[src/rtl/alu_cmd_ctrl.sv]
// Command sequencer between the RX byte link and the ALU: parses CC/DD frames,
// pulses ALU_EN, waits for the result and returns it low byte first over TX.
module alu_cmd_ctrl #(
    parameter int unsigned TIMEOUT   = 32,
    parameter logic [7:0]  CMD_OPS   = 8'hCC,
    parameter logic [7:0]  CMD_NOOPS = 8'hDD
) (
    input  logic        CLK,
    input  logic        RST,
    input  logic [7:0]  RX_P_DATA,
    input  logic        RX_D_VLD,
    output logic [7:0]  ALU_A,
    output logic [7:0]  ALU_B,
    output logic [3:0]  ALU_FUN,
    output logic        ALU_EN,
    input  logic [15:0] ALU_OUT,
    input  logic        ALU_OUT_VLD,
    output logic [7:0]  TX_P_DATA,
    output logic        TX_D_VLD,
    input  logic        TX_BUSY,
    output logic        ERR,
    output logic        BUSY,
    output logic [2:0]  o_dbg_state
);

    localparam int unsigned CW = $clog2(TIMEOUT) + 1;
    // The counter is bumped on the edge that also raises ERR, so the abort
    // decision is taken while it still holds TIMEOUT-2.
    localparam logic [CW-1:0] TMO_LAST = CW'(TIMEOUT - 2);

    typedef enum logic [2:0] {
        S_IDLE,
        S_GET_A,
        S_GET_B,
        S_GET_FUN,
        S_ISSUE,
        S_WAIT_RES,
        S_SEND_LO,
        S_SEND_HI
    } state_t;

    state_t        r_state;
    logic [7:0]    r_alu_a;
    logic [7:0]    r_alu_b;
    logic [3:0]    r_alu_fun;
    logic          r_alu_en;
    logic [15:0]   r_result;
    logic [CW-1:0] r_tmo_cnt;
    logic [7:0]    r_tx_data;
    logic          r_tx_vld;
    logic          r_err;
    logic          r_busy;

    // TX handshake: a byte transfers on any cycle with TX_D_VLD=1 and
    // TX_BUSY=0; otherwise TX_D_VLD and TX_P_DATA hold their values.
    always_ff @(posedge CLK) begin
        if (RST) begin
            r_state   <= S_IDLE;
            r_alu_a   <= '0;
            r_alu_b   <= '0;
            r_alu_fun <= '0;
            r_alu_en  <= 1'b0;
            r_result  <= '0;
            r_tmo_cnt <= '0;
            r_tx_data <= '0;
            r_tx_vld  <= 1'b0;
            r_err     <= 1'b0;
            r_busy    <= 1'b0;
        end else begin
            r_alu_en <= 1'b0;
            r_err    <= 1'b0;
            case (r_state)
                S_IDLE: begin
                    if (RX_D_VLD) begin
                        if (RX_P_DATA == CMD_OPS) begin
                            r_state <= S_GET_A;
                            r_busy  <= 1'b1;
                        end else if (RX_P_DATA == CMD_NOOPS) begin
                            r_state <= S_GET_FUN;
                            r_busy  <= 1'b1;
                        end
                    end
                end
                S_GET_A: begin
                    if (RX_D_VLD) begin
                        r_alu_a <= RX_P_DATA;
                        r_state <= S_GET_B;
                    end
                end
                S_GET_B: begin
                    if (RX_D_VLD) begin
                        r_alu_b <= RX_P_DATA;
                        r_state <= S_GET_FUN;
                    end
                end
                S_GET_FUN: begin
                    if (RX_D_VLD) begin
                        r_alu_fun <= RX_P_DATA[3:0];
                        r_alu_en  <= 1'b1;
                        r_state   <= S_ISSUE;
                    end
                end
                S_ISSUE: begin
                    r_tmo_cnt <= '0;
                    r_state   <= S_WAIT_RES;
                end
                S_WAIT_RES: begin
                    if (ALU_OUT_VLD) begin
                        r_result  <= ALU_OUT;
                        r_tx_data <= ALU_OUT[7:0];
                        r_tx_vld  <= 1'b1;
                        r_state   <= S_SEND_LO;
                    end else begin
                        r_tmo_cnt <= r_tmo_cnt + 1'b1;
                        if (r_tmo_cnt == TMO_LAST) begin
                            r_err   <= 1'b1;
                            r_busy  <= 1'b0;
                            r_state <= S_IDLE;
                        end
                    end
                end
                S_SEND_LO: begin
                    if (!TX_BUSY) begin
                        r_tx_data <= r_result[15:8];
                        r_state   <= S_SEND_HI;
                    end
                end
                S_SEND_HI: begin
                    if (!TX_BUSY) begin
                        r_tx_vld <= 1'b0;
                        r_busy   <= 1'b0;
                        r_state  <= S_IDLE;
                    end
                end
                default: begin
                    r_state <= S_IDLE;
                    r_busy  <= 1'b0;
                end
            endcase
        end
    end

    assign ALU_A       = r_alu_a;
    assign ALU_B       = r_alu_b;
    assign ALU_FUN     = r_alu_fun;
    assign ALU_EN      = r_alu_en;
    assign TX_P_DATA   = r_tx_data;
    assign TX_D_VLD    = r_tx_vld;
    assign ERR         = r_err;
    assign BUSY        = r_busy;
    assign o_dbg_state = r_state;

endmodule

[config.mk]
export PLATFORM = sky130hd
export DESIGN_NAME = alu_cmd_ctrl
export DESIGN_NICKNAME = d
export VERILOG_FILES = /design/src/rtl/alu_cmd_ctrl.sv
export SDC_FILE = /design/constraint.sdc
export NUM_CORES = 1
export LEC_CHECK = 0
export ABC_CLOCK_PERIOD_IN_PS = 4700
export BUFFER_PORTS_ARGS = -buffer_cell sky130_fd_sc_hd__buf_2
export CORE_MARGIN = 10
export CORE_UTILIZATION = 50
export DETAILED_ROUTE_END_ITERATION = 12
export GPL_TIMING_DRIVEN = 0
export PLACE_DENSITY = 0.89
export SLEW_MARGIN = 25
export SYNTH_ARGS = -nofsm -noshare
export SYNTH_HDL_FRONTEND = slang
export SYNTH_SLANG_ARGS = --single-unit
[constraint.sdc]
create_clock -name CLK -period 4.7 [get_ports CLK]
set_input_delay 0.47 -clock CLK [delete_from_list [all_inputs] [get_ports CLK]]
set_output_delay 0.47 -clock CLK [all_outputs]
set_load 0.03 [all_outputs]
==> impl_metrics.yaml <==
detailed_routing:
  wire_per_inst_um: 14.9
  drc: 0
  drtPass1Iterations: 4
  ant_nets: 0
  routed-via-count: 1919
  drt-initial-drc-count: 196
  viasPerCell: 5.32
  totalWireLength_um: 5390
final_layout:
  final_area_um2: 2540
  stdcell_count: 361
  n_antenna_cell: 0
  area_growth_pct: 22.3
  nets: 342
  drive_gt1_share_pct: 26.4
  post-route-util_pct: 63.5
critical_path:
  critPathSlowestCell: "dfxtp_1"
  cp_top_family: "compound AO/OA/AOI/OAI gates"
  cp-start-kind: "flop"
  cp.arrival_ps: 2020
  path_cells: "buf_4 -> and2b_1 -> nand2_2 -> o21ai_2 -> buf_6 -> nor2_1 -> a311oi_1"
  end_kind: "flop"
  crit_fanout: 10
  crit_buf_inv: 2
  required_ps: 4910
  critical_path_class: "reg2reg"
  max_stage_delay_ps: 380
grt:
  grt_pass1_wl_um: 8930
  antenna_found_initial: 0
  grt_use_total_pct: 14.7
  grt_max_degree: 15
  grt_remaining_overflow: 0
  first_global_vias: 1955
run:
  cap_violations: 0
clock_network:
  cts_tree: "built"
  clock_sinks: 49
  post_cts_buffers: 0
  path_clk_slew_ps: 90
  htree_num_levels: 2
  cts_buffers: 5
  ctsResizeCount: 0
  clk_latency_ps: 300
  cts_max_path_buffers: 2
  hold_buffers: 0
  ctsRootBufferMaster: "clkbuf_8"
die:
  die_area_um2: 7130
  rows: 23
  start_util_pct: 51.9
  io-pin-count: 64
  fp.dieH_um: 84.4
  coreArea_um2: 4000
  die_x_um: 84.4
power:
  vdd.ir_drop.worst_uv: 165
  pwr_density_cell_nw_per_um2: 278
  power_mw: 0.705
  p_leak_nw: 1.09
logic_synthesis:
  seq_area_frac_synth_pct: 47.3
  async_flop_share_pct: 0
  yosys_warnings: 0
  netlist_area_um2: 2080
  syn-num-nets: 273
  synth.distinct_cells: 42
  synth_flop_cell: "dfxtp_1"
  synth-edff-count: 0
  synth-seq-cells: 49
  postSynthAreaPerCell_um2: 8.58
  netlist_instances: 242
sta:
  fmax_mhz: 552
  hold_violations: 0
  hold_ws_ps: 398
  relSlewSlack_pct: 70.0
  final.min_clock_period_ps: 1810
  finalWorstSetupSlack_ps: 2890
  worst_pin_slew_ps: 450
  rsz0062_at_grt: "false"
  finClkSkew_ps: 7.01
  setup_violations: 0
  period_share_pct: 38.6
  setup-tns-final_ps: 0
  slew_viol_final: 0
placed_design:
  place_congestion: 0.873
  dp.cells: 354
  dpl_cell_area_um2: 2450
  hpwl_um: 4150
  dp_slack_ps: 2840
  portBuffers: 62
hold_path:
  min_path_type: "in2reg"
status:
  outcome: "completed"
==> worst paths after layout <==
check | cells past startpoint | from | end | slack [ps]
setup / recovery | 7 | o_dbg_state[1] | TX_P_DATA[5] | 2890
hold reg to reg | 2 | ALU_B[4] | ALU_B[4] | 460
setup reg to reg | 7 | o_dbg_state[1] | TX_P_DATA[5] | 2890
hold / removal | 3 | ALU_OUT[10] | r_result[10] | 400
==> sequential cells by signal (all words and copies together) (netlist names) <==
name and count:
o_dbg_state 3, BUSY 1, ALU_FUN 4, r_result 8, ALU_EN 1, r_tmo_cnt 6, TX_P_DATA 8, ERR 1
ALU_B 8, TX_D_VLD 1, ALU_A 8
==> power breakdown <==
group	switching, mW	total [mW]	internal, mW
Combinational	0.0243	0.0395	0.0152
Sequential	0.000545	0.416	0.415
Clock	0.133	0.250	0.116
Total	0.158	0.705	0.547
==> per-layer routing <==
layer | global-route usage, % | part of all wire, % | up-vias
met5 | 0 | 0 | -
met4 | 4.49 | 1.1 | 0
met3 | 7.54 | 11 | 7
met2 | 24.1 | 47 | 70
met1 | 16.3 | 41 | 876
li1 | - | - | 966
==> final cells by class <==
cell class                      count  area, um2
Clock buffer                        6       82.6
Fill cell                         367       1460
Multi-Input combinational cell    176       1010
Timing Repair Buffer               62        310
Tap cell                           50       62.6
Inverter                            3       11.3
Clock inverter                      1       7.51
Buffer                             14       70.1
Sequential cell                    49        981
==> cells by family after synthesis <==
kind of cell | synth area share [%]
xor+xnor | 2.53
fa+ha+maj | 1.21
flops | 47.3
mux | 6.27
buf+inv | 3.92
compound gates | 13.9
simple gates | 25.0
==> Yosys cell counts (2+ instances only) <==
cell      instances  area (um2)
nand4_1           3        18.8
nand2b_1          2        12.5
a311oi_1          8        70.1
nor2_1           28         105
and2b_1           2        15.0
clkbuf_1          4        15.0
mux2i_1          13         130
nand2_1          49         184
ha_1              2        25.0
buf_1             3        11.3
buf_2             5        25.0
o21ai_0           2        10.0
and2_1            3        18.8
nand3_1          10        50.1
and3_1            2        12.5
nor3_1            3        15.0
dfxtp_1          49         981
a21oi_1          22         110
xor2_1            4        35.0
o31ai_1           3        22.5
inv_1             3        11.3
xnor2_1           2        17.5
==> worst reg2reg max path: cells and delay by family, from the launching register on <==
kind / cells / cell delay [ps]
AO/OA/AOI/OAI: 2 / 590
AND/OR/NAND/NOR: 3 / 380
flip-flops: 1 / 380
buffers and inverters: 2 / 380
==> layout by cell type, fill, tap and decap left out, types with 2 or more instances in the layout <==
cell | netlist | routed
and2_1 | 3 | 3
mux2i_1 | 13 | 13
nand4_1 | 3 | 3
nor3_1 | 3 | 3
nand2_1 | 49 | 49
clkbuf_1 | 4 | 4
and3_1 | 2 | 2
nand2b_1 | 2 | 2
dfxtp_1 | 49 | 49
a311oi_1 | 8 | 8
buf_2 | 5 | 67
nor2_1 | 28 | 28
a21oi_1 | 22 | 22
nand3_1 | 10 | 10
inv_1 | 3 | 3
buf_1 | 3 | 3
xor2_1 | 4 | 4
clkbuf_8 | 0 | 6
ha_1 | 2 | 2
o31ai_1 | 3 | 3
and2b_1 | 2 | 2
o21ai_0 | 2 | 2
xnor2_1 | 2 | 2
Power figures use the tool's default switching activity.
